File: config.mk
export PLATFORM = sky130hd
export DESIGN_NAME = grid_round_engine_flat
export DESIGN_NICKNAME = d
export VERILOG_FILES = /design/src/rtl/grid_game_pkg.sv /design/src/rtl/grid_round_engine_if.sv /design/src/rtl/grid_round_engine_phase_timer.sv /design/src/rtl/grid_round_engine.sv /design/src/flat_wrapper.sv
export SDC_FILE = /design/constraint.sdc
export NUM_CORES = 1
export LEC_CHECK = 0
export ABC_CLOCK_PERIOD_IN_PS = 3300
export CAP_MARGIN = 20
export CORE_ASPECT_RATIO = 0.6
export CORE_MARGIN = 3
export CORE_UTILIZATION = 54
export CTS_CLUSTER_DIAMETER = 30
export CTS_CLUSTER_SIZE = 40
export DETAILED_ROUTE_END_ITERATION = 10
export GPL_TIMING_DRIVEN = 0
export PLACE_DENSITY = 0.87
export SYNTH_ARGS = -nofsm -noshare
export SYNTH_HDL_FRONTEND = slang
export SYNTH_HIERARCHICAL = 1
export SYNTH_SLANG_ARGS = --single-unit
File: constraint.sdc
create_clock -name clock -period 3.3 [get_ports clock]
set_input_delay 0.825 -clock clock [delete_from_list [all_inputs] [get_ports clock]]
set_output_delay 0.825 -clock clock [all_outputs]
set_load 0.01 [all_outputs]
File: src/rtl/grid_game_pkg.sv
// ----------------------------------------------------------------------------
// grid_game_pkg
//   Shared definitions for the grid memory game round engine:
//   - state_t   : sequencer state encodings (also shown on the HEX display)
//   - SND_*     : sound_select codes for the audio back end
//   - cell_idx_w: width of a cell index for a given board size
//   - cnt_w     : width of a counter that must hold 0..max_val
//   - max_of    : integer maximum, used to size the shared phase timer
// ----------------------------------------------------------------------------
package grid_game_pkg;

    typedef enum logic [2:0] {
        ST_IDLE  = 3'd0,
        ST_LOAD  = 3'd1,
        ST_SHOW  = 3'd2,
        ST_INPUT = 3'd3,
        ST_EVAL  = 3'd4,
        ST_DRAW  = 3'd5
    } state_t;

    localparam logic [1:0] SND_SHOW  = 2'd0;
    localparam logic [1:0] SND_FAIL  = 2'd1;
    localparam logic [1:0] SND_INPUT = 2'd2;
    localparam logic [1:0] SND_PASS  = 2'd3;

    function automatic int cell_idx_w(input int cells);
        return (cells < 2) ? 1 : $clog2(cells);
    endfunction

    function automatic int cnt_w(input int max_val);
        return (max_val < 1) ? 1 : $clog2(max_val + 1);
    endfunction

    function automatic int max_of(input int a, input int b);
        return (a > b) ? a : b;
    endfunction

endpackage

File: src/rtl/grid_round_engine_if.sv
// ----------------------------------------------------------------------------
// grid_round_engine_if
//   Bundles every non-clock signal of the round engine.
//   Strobe semantics: start, cell_valid and submit are single-cycle strobes
//   sampled on the rising clock edge. There is no ready/back-pressure; a
//   strobe arriving in a state that does not accept it is simply dropped.
//   pat_data must be valid by the clock edge ending the cycle in which
//   pat_addr is presented.
//   Modports:
//     slave  - the round engine (consumes strobes/ROM data, drives outputs)
//     master - the surrounding game logic (keypad, LFSR, ROM, back ends)
// ----------------------------------------------------------------------------
interface grid_round_engine_if #(
    parameter int CELLS   = 9,
    parameter int LEVEL_W = 2,
    parameter int SEL_W   = 3
);
    import grid_game_pkg::*;

    localparam int IDX_W = cell_idx_w(CELLS);

    logic                     start;
    logic [SEL_W-1:0]         rnd_sel;
    logic [LEVEL_W+SEL_W-1:0] pat_addr;
    logic [CELLS-1:0]         pat_data;
    logic                     cell_valid;
    logic [IDX_W-1:0]         cell_idx;
    logic                     submit;
    logic [CELLS-1:0]         board_out;
    logic                     audio_en;
    logic [1:0]               sound_select;
    logic [2:0]               state_code;
    logic [LEVEL_W-1:0]       level;
    logic                     match;
    logic                     round_done;

    modport slave (
        input  start, rnd_sel, pat_data, cell_valid, cell_idx, submit,
        output pat_addr, board_out, audio_en, sound_select, state_code,
               level, match, round_done
    );

    modport master (
        output start, rnd_sel, pat_data, cell_valid, cell_idx, submit,
        input  pat_addr, board_out, audio_en, sound_select, state_code,
               level, match, round_done
    );

endinterface

File: src/rtl/grid_round_engine_phase_timer.sv
// ----------------------------------------------------------------------------
// grid_round_engine_phase_timer
//   Loadable down-counter shared by the SHOW, DRAW and (optional) INPUT
//   timeout phases. Loading N-1 on phase entry makes tc rise in the N-th
//   cycle of the phase.
//   Ports:
//     clock, reset : clock, async active-high reset
//     clear        : force count to 0
//     load         : load load_val (priority below clear)
//     load_val     : value to load
//     en           : decrement while non-zero
//     tc           : terminal count, high while count is 0
// ----------------------------------------------------------------------------
module grid_round_engine_phase_timer #(
    parameter int W = 10
) (
    input  logic         clock,
    input  logic         reset,
    input  logic         clear,
    input  logic         load,
    input  logic [W-1:0] load_val,
    input  logic         en,
    output logic         tc
);

    logic [W-1:0] count;

    always_ff @(posedge clock or posedge reset) begin
        if (reset) begin
            count <= '0;
        end else if (clear) begin
            count <= '0;
        end else if (load) begin
            count <= load_val;
        end else if (en && (count != '0)) begin
            count <= count - 1'b1;
        end
    end

    assign tc = (count == '0);

endmodule

File: src/rtl/grid_round_engine.sv
// ----------------------------------------------------------------------------
// grid_round_engine
//   Datapath + sequencer for one round of the grid memory game: fetch a level
//   pattern from the external ROM, show it, collect presses, compare, then
//   advance or clear the level.
//   Ports:
//     clock, reset : system clock, async active-high reset
//     bus (slave)  : start/rnd_sel, pattern ROM address/data, keypad presses,
//                    submit, board/audio outputs, state_code (debug state),
//                    level, match, round_done
//   Configuration macro:
//     GRID_TIMEOUT_EN - when defined, an INPUT phase with no submit for
//                       TIMEOUT_CYC cycles proceeds to EVAL as if submitted.
// ----------------------------------------------------------------------------
module grid_round_engine
    import grid_game_pkg::*;
#(
    parameter int CELLS       = 9,
    parameter int LEVEL_W     = 2,
    parameter int SEL_W       = 3,
    parameter int SHOW_CYCLES = 1000,
    parameter int DRAW_CYCLES = 1000,
    parameter int TIMEOUT_CYC = 50000
) (
    input logic               clock,
    input logic               reset,
    grid_round_engine_if.slave bus
);

`ifdef GRID_TIMEOUT_EN
    localparam bit TO_EN = 1'b1;
`else
    localparam bit TO_EN = 1'b0;
`endif

    // One timer serves every timed phase, so it is sized for the longest.
    localparam int TIMER_MAX = max_of(max_of(SHOW_CYCLES, DRAW_CYCLES),
                                      TO_EN ? TIMEOUT_CYC : 1);
    localparam int CNT_W = cnt_w(TIMER_MAX);

    localparam logic [CNT_W-1:0] SHOW_LD  = CNT_W'(SHOW_CYCLES - 1);
    localparam logic [CNT_W-1:0] DRAW_LD  = CNT_W'(DRAW_CYCLES - 1);
`ifdef GRID_TIMEOUT_EN
    localparam logic [CNT_W-1:0] TO_LD    = CNT_W'(TIMEOUT_CYC - 1);
`endif
    localparam logic [CELLS-1:0] CELL_ONE = CELLS'(1);

    state_t               state;
    logic [SEL_W-1:0]     sel_q;
    logic [CELLS-1:0]     pattern;
    logic [CELLS-1:0]     user_pat;
    logic [CELLS-1:0]     board_q;
    logic                 audio_q;
    logic [1:0]           snd_q;
    logic [LEVEL_W-1:0]   level_q;
    logic                 match_q;
    logic                 done_q;

    logic                 press_ok;
    logic [CELLS-1:0]     press_mask;
    logic [CELLS-1:0]     user_nxt;
    logic                 input_done;

    logic                 tmr_clear;
    logic                 tmr_load;
    logic [CNT_W-1:0]     tmr_val;
    logic                 tmr_en;
    logic                 tmr_tc;

    assign bus.pat_addr     = {level_q, sel_q};
    assign bus.board_out    = board_q;
    assign bus.audio_en     = audio_q;
    assign bus.sound_select = snd_q;
    assign bus.state_code   = state;
    assign bus.level        = level_q;
    assign bus.match        = match_q;
    assign bus.round_done   = done_q;

    // Out-of-range indices (possible when CELLS is not a power of two)
    // produce an all-zero mask, so they neither set a bit nor sound a tone.
    always_comb begin
        press_ok   = bus.cell_valid && (32'(bus.cell_idx) < 32'(CELLS));
        press_mask = press_ok ? (CELL_ONE << bus.cell_idx) : '0;
        user_nxt   = user_pat | press_mask;
    end

`ifdef GRID_TIMEOUT_EN
    assign input_done = bus.submit || tmr_tc;
`else
    assign input_done = bus.submit;
`endif

    // Timer control mirrors the FSM transitions: it is (re)loaded on the
    // edge that enters a timed phase and cleared when leaving one.
    always_comb begin
        tmr_clear = 1'b0;
        tmr_load  = 1'b0;
        tmr_val   = '0;
        tmr_en    = 1'b0;
        case (state)
            ST_LOAD: begin
                tmr_load = 1'b1;
                tmr_val  = SHOW_LD;
            end
            ST_SHOW: begin
                tmr_en = 1'b1;
                if (tmr_tc) begin
`ifdef GRID_TIMEOUT_EN
                    tmr_load = 1'b1;
                    tmr_val  = TO_LD;
`else
                    tmr_clear = 1'b1;
`endif
                end
            end
            ST_INPUT: begin
`ifdef GRID_TIMEOUT_EN
                tmr_en = 1'b1;
`endif
                if (input_done) tmr_clear = 1'b1;
            end
            ST_EVAL: begin
                tmr_load = 1'b1;
                tmr_val  = DRAW_LD;
            end
            ST_DRAW: begin
                tmr_en = 1'b1;
                if (tmr_tc) tmr_clear = 1'b1;
            end
            default: tmr_clear = 1'b1;
        endcase
    end

    grid_round_engine_phase_timer #(.W(CNT_W)) u_timer (
        .clock    (clock),
        .reset    (reset),
        .clear    (tmr_clear),
        .load     (tmr_load),
        .load_val (tmr_val),
        .en       (tmr_en),
        .tc       (tmr_tc)
    );

    always_ff @(posedge clock or posedge reset) begin
        if (reset) begin
            state    <= ST_IDLE;
            sel_q    <= '0;
            pattern  <= '0;
            user_pat <= '0;
            board_q  <= '0;
            audio_q  <= 1'b0;
            snd_q    <= SND_SHOW;
            level_q  <= '0;
            match_q  <= 1'b0;
            done_q   <= 1'b0;
        end else begin
            audio_q <= 1'b0;
            done_q  <= 1'b0;
            case (state)
                ST_IDLE: begin
                    board_q <= '0;
                    if (bus.start) begin
                        sel_q <= bus.rnd_sel;
                        state <= ST_LOAD;
                    end
                end
                // pat_addr settled at the start of this cycle, so pat_data
                // is valid at the edge that ends it.
                ST_LOAD: begin
                    pattern  <= bus.pat_data;
                    user_pat <= '0;
                    board_q  <= bus.pat_data;
                    snd_q    <= SND_SHOW;
                    state    <= ST_SHOW;
                end
                ST_SHOW: begin
                    audio_q <= |(pattern & press_mask);
                    if (tmr_tc) begin
                        board_q <= user_pat;
                        snd_q   <= SND_INPUT;
                        state   <= ST_INPUT;
                    end
                end
                // A press in the submit cycle is merged before evaluation.
                ST_INPUT: begin
                    user_pat <= user_nxt;
                    board_q  <= user_nxt;
                    audio_q  <= press_ok;
                    if (input_done) state <= ST_EVAL;
                end
                ST_EVAL: begin
                    match_q <= (user_pat == pattern);
                    snd_q   <= (user_pat == pattern) ? SND_PASS : SND_FAIL;
                    audio_q <= 1'b1;
                    state   <= ST_DRAW;
                end
                ST_DRAW: begin
                    audio_q <= 1'b1;
                    if (tmr_tc) begin
                        level_q <= match_q ? level_q + 1'b1 : '0;
                        done_q  <= 1'b1;
                        audio_q <= 1'b0;
                        board_q <= '0;
                        state   <= ST_IDLE;
                    end
                end
                default: state <= ST_IDLE;
            endcase
        end
    end

endmodule
File: src/flat_wrapper.sv
// flat-port wrapper written by rule: the top's interface ports become plain ports
module grid_round_engine_flat import grid_game_pkg::*;
#(
    parameter int CELLS       = 9,
    parameter int LEVEL_W     = 2,
    parameter int SEL_W       = 3,
    parameter int SHOW_CYCLES = 1000,
    parameter int DRAW_CYCLES = 1000,
    parameter int TIMEOUT_CYC = 50000
)
  (clock, reset, bus_start, bus_rnd_sel, bus_pat_data, bus_cell_valid, bus_cell_idx, bus_submit, bus_pat_addr, bus_board_out, bus_audio_en, bus_sound_select, bus_state_code, bus_level, bus_match, bus_round_done);
  grid_round_engine_if #(.CELLS(CELLS), .LEVEL_W(LEVEL_W), .SEL_W(SEL_W)) bus_i ();
  input logic clock;
  input logic reset;
  input wire logic [$bits(bus_i.start)-1:0] bus_start;
  input wire logic [$bits(bus_i.rnd_sel)-1:0] bus_rnd_sel;
  input wire logic [$bits(bus_i.pat_data)-1:0] bus_pat_data;
  input wire logic [$bits(bus_i.cell_valid)-1:0] bus_cell_valid;
  input wire logic [$bits(bus_i.cell_idx)-1:0] bus_cell_idx;
  input wire logic [$bits(bus_i.submit)-1:0] bus_submit;
  output wire logic [$bits(bus_i.pat_addr)-1:0] bus_pat_addr;
  output wire logic [$bits(bus_i.board_out)-1:0] bus_board_out;
  output wire logic [$bits(bus_i.audio_en)-1:0] bus_audio_en;
  output wire logic [$bits(bus_i.sound_select)-1:0] bus_sound_select;
  output wire logic [$bits(bus_i.state_code)-1:0] bus_state_code;
  output wire logic [$bits(bus_i.level)-1:0] bus_level;
  output wire logic [$bits(bus_i.match)-1:0] bus_match;
  output wire logic [$bits(bus_i.round_done)-1:0] bus_round_done;
  assign bus_i.start = bus_start;
  assign bus_i.rnd_sel = bus_rnd_sel;
  assign bus_i.pat_data = bus_pat_data;
  assign bus_i.cell_valid = bus_cell_valid;
  assign bus_i.cell_idx = bus_cell_idx;
  assign bus_i.submit = bus_submit;
  assign bus_pat_addr = bus_i.pat_addr;
  assign bus_board_out = bus_i.board_out;
  assign bus_audio_en = bus_i.audio_en;
  assign bus_sound_select = bus_i.sound_select;
  assign bus_state_code = bus_i.state_code;
  assign bus_level = bus_i.level;
  assign bus_match = bus_i.match;
  assign bus_round_done = bus_i.round_done;
  grid_round_engine #(.CELLS(CELLS), .LEVEL_W(LEVEL_W), .SEL_W(SEL_W), .SHOW_CYCLES(SHOW_CYCLES), .DRAW_CYCLES(DRAW_CYCLES), .TIMEOUT_CYC(TIMEOUT_CYC)) u_core (.clock(clock), .reset(reset), .bus(bus_i));
endmodule
==> flow_summary.toml, run 1 <==
[status]
status = "finished clean"

[global_route]
antenna_found_initial = 0
grt_pass1_wl_mm = 12.0
grt_pass1_vias = 2411
groute.usage.overall_pct = 24.3
grt_max_degree = 41
grt_overflow = 0

[synthesis]
yosys.area.top_type = "dfrtp_1"
synth_common_cells = "dfrtp_1, nand2_1, inv_1, nor2_1, a21oi_1"
netlist_area_mm2 = 0.00284
syn-instance-count = 279
async_flop_share_pct = 100
synth_edf_count = 0
synth-seq-area-share_pct = 44.1
yosysUniqueCellTypes = 61
yosys_warnings = 6
synth_area_leaders = "dfrtp_1, mux2_1, a22o_1"
syn_area_per_cell_um2 = 10.2
ys.flop_type = "dfrtp_1"
synth_most_common_cell = "dfrtp_1"
netlist.area_leader.share_pct = 44.1
ys_seq_elements = 50

[setup_path]
path_max_fanout = 9
critPathLaunch = "u_core/u_timer/count[6]"
reg2reg_from = "u_core/u_timer/count[6]"
path_cells = "or3_1 > buf_2 > nor3_1 > clkbuf_1 > nor2b_1 > o311ai_1 > nor2_1 > and2_1 > a22o_1"
rr_worst_depth = 9
cp-start-kind = "flop"
critPathMaxStageDelay_ps = 520
reg2reg_to = "u_core/u_timer/count[5]"
path_class = "flop to flop"
critPathRequiredTime_ps = 3500
crit_family = "simple AND/OR/NAND/NOR gates"
end_kind = "flop"
ff2ff_setup_slack_ps = 230
crit_slowest_cell = "o311ai_1"
cp_data_arrival_time_ps = 3270
worst-path-buf-inv = 2

[sta]
fmax_mhz = 326
finalCriticalPeriod_ps = 3070
tightestPinTransition_ps = 819
hold_viol = 0
rsz0062_at_grt = "false"
clock_skew_ps = 7.89
setup_viol_count_final = 0
post-route-period-util_pct = 93.0
tns_ps = 0
finalMaxSlewViolations = 0
maxSlewHeadroom_pct = 45.3

[placed_design]
portBuffers = 44
hpwl_mm = 5.45
dp.cells = 387
gp_congestion = 0.881

[cts]
clock-root-buffer = "clkbuf_8"
cts_buffers = 5
clk_pin_slew_worst_paths_ps = 90
cts_tree = "yes"
clkLatencyLatePin_ps = 300
postCtsHoldBufs = 0
cts.sinks = 50
cts-htree-levels = 2
clockBufferDepth = 2

[hold_path]
hold_end = "u_core/sel_q[0]"
hold_path_depth = 1
hp-start = "u_core/sel_q[0]"
hold_class = "flop to flop"

[cells_and_area]
diodes = 0
drive_gt1_share_pct = 12.0
nets = 353
stdcell_count = 395
area_delta_synth_final_pct = 22.6

[routing]
ant_nets = 0
drt_iter0_markers = 273
vias_per_cell = 6.38
num_vias = 2519
routed_wl_mm = 7.35
drc = 0
drt_pass1_iterations = 5
wire_per_inst_um = 18.6

[power]
p_per_area_mw_per_mm2 = 931
leakage_nw = 1.50
vdd.ir_drop.worst_mv = 0.559

[floorplan]
rows = 19
num_io_pins = 45
start_util_pct = 59.1
core-area_mm2 = 0.00480
die-width_um = 99.6
die_area_mm2 = 0.00619
die_y_um = 62.1

[flow_run]
maxCapViolations = 0
-- how the worst max path moves through the flow --
stage	endpoint	slack, ps	cells past startpoint
final	u_core/u_timer/count[5]	230	9
after global routing	u_core/u_timer/count[5]	90	11
after global placement	u_core/u_timer/count[5]	270	9
after floorplan	u_core/u_timer/count[1]	760	9
after CTS	u_core/u_timer/count[6]	130	7
after detailed placement	u_core/u_timer/count[6]	230	7
-- flip-flops by register name, indices dropped and copies added (netlist names) --
register	flops
u_core/bus.sound_select	2
u_core/user_pat	9
u_core/sel_q	3
u_core/bus.round_done	1
u_core/bus.board_out	9
u_core/pattern	9
u_core/bus.state_code	3
u_core/bus.match	1
u_core/bus.level	2
u_core/bus.audio_en	1
u_core/u_timer/count	10
-- per-stage QoR --
step                area, um2  utilization, %  total power (W)  setup slack, ps  hold slack (ps)
floorplan                2840               -          0.00219              765              486
global placement         3360            70.0          0.00268              273              467
detailed placement       3360            70.0          0.00275              233              480
CTS                      3470            72.3          0.00320              129              500
global route             3480            72.4          0.00343             91.7              537
finish                   3480            72.4          0.00324              232              499
-- layer usage --
layer  part of all wire, %  track usage, %  vias up
met5                     0               0        -
met4                  0.92            6.13        0
met3                   9.6            5.93       10
met2                    43            34.4      145
met1                    47            37.0     1214
li1                      -               -     1150
-- kinds of logic after synthesis --
logic type / count (synthesis) / share of synthesized area [%]
AOI/OAI and AO/OA: 90 / 24.0
DFF: 50 / 44.1
muxes: 15 / 6.75
other: 1 / 0.132
adders and majority gates: 1 / 0.441
and+or+nand+nor: 80 / 16.1
buffers and inverters: 33 / 5.73
xor gates and xnor gates: 9 / 2.78
-- cell usage in the layout (no fill, tap or decap), drive strengths merged, types with 5 or more instances in the layout --
| master | instances |
|---|---|
| clkbuf | 10 |
| nand2 | 19 |
| nor2 | 16 |
| a31oi | 5 |
| nor2b | 6 |
| nand2b | 5 |
| inv | 16 |
| a32o | 5 |
| dfrtp | 50 |
| mux2 | 13 |
| o21ai | 15 |
| clkdlybuf4s50 | 44 |
| or3 | 5 |
| o2bb2ai | 5 |
| o31ai | 5 |
| xor2 | 7 |
| a22o | 9 |
| a22oi | 8 |
| a21oi | 15 |
| buf | 13 |
-- cell type report --
class                      count  area, um2
buffer                        17        103
sequential                    50       1250
fill                         345       1320
multi-input combinational    197       1440
tap                           63       78.8
inverter                      16       60.1
clock buffer                   6       72.6
timing repair buffer          44        440
clock inverter                 2       37.5
-- report_power, final --
part	total, W	internal, W	switching [W]
Clock	0.000429	0.000226	0.000202
Combinational	0.00177	0.000776	0.000996
Sequential	0.00104	0.000827	0.000210
-- what timing repair did --
item | 4_1_cts | 5_1_grt
setup endpoints to repair | 0 | 9
resized for setup | 0 | 2
setup buffers | 0 | 0
Power figures use the tool's default switching activity.
==> run 2: changes to the inputs <==
--- a/config.mk
+++ b/config.mk
@@ -10,7 +10,6 @@
 export CORE_ASPECT_RATIO = 0.6
 export CORE_MARGIN = 3
 export CORE_UTILIZATION = 54
-export CTS_CLUSTER_DIAMETER = 30
 export CTS_CLUSTER_SIZE = 40
 export DETAILED_ROUTE_END_ITERATION = 10
 export GPL_TIMING_DRIVEN = 0
==> results of run 2 <==
The final DEF is identical to that of run 1; final timing and power are the same.
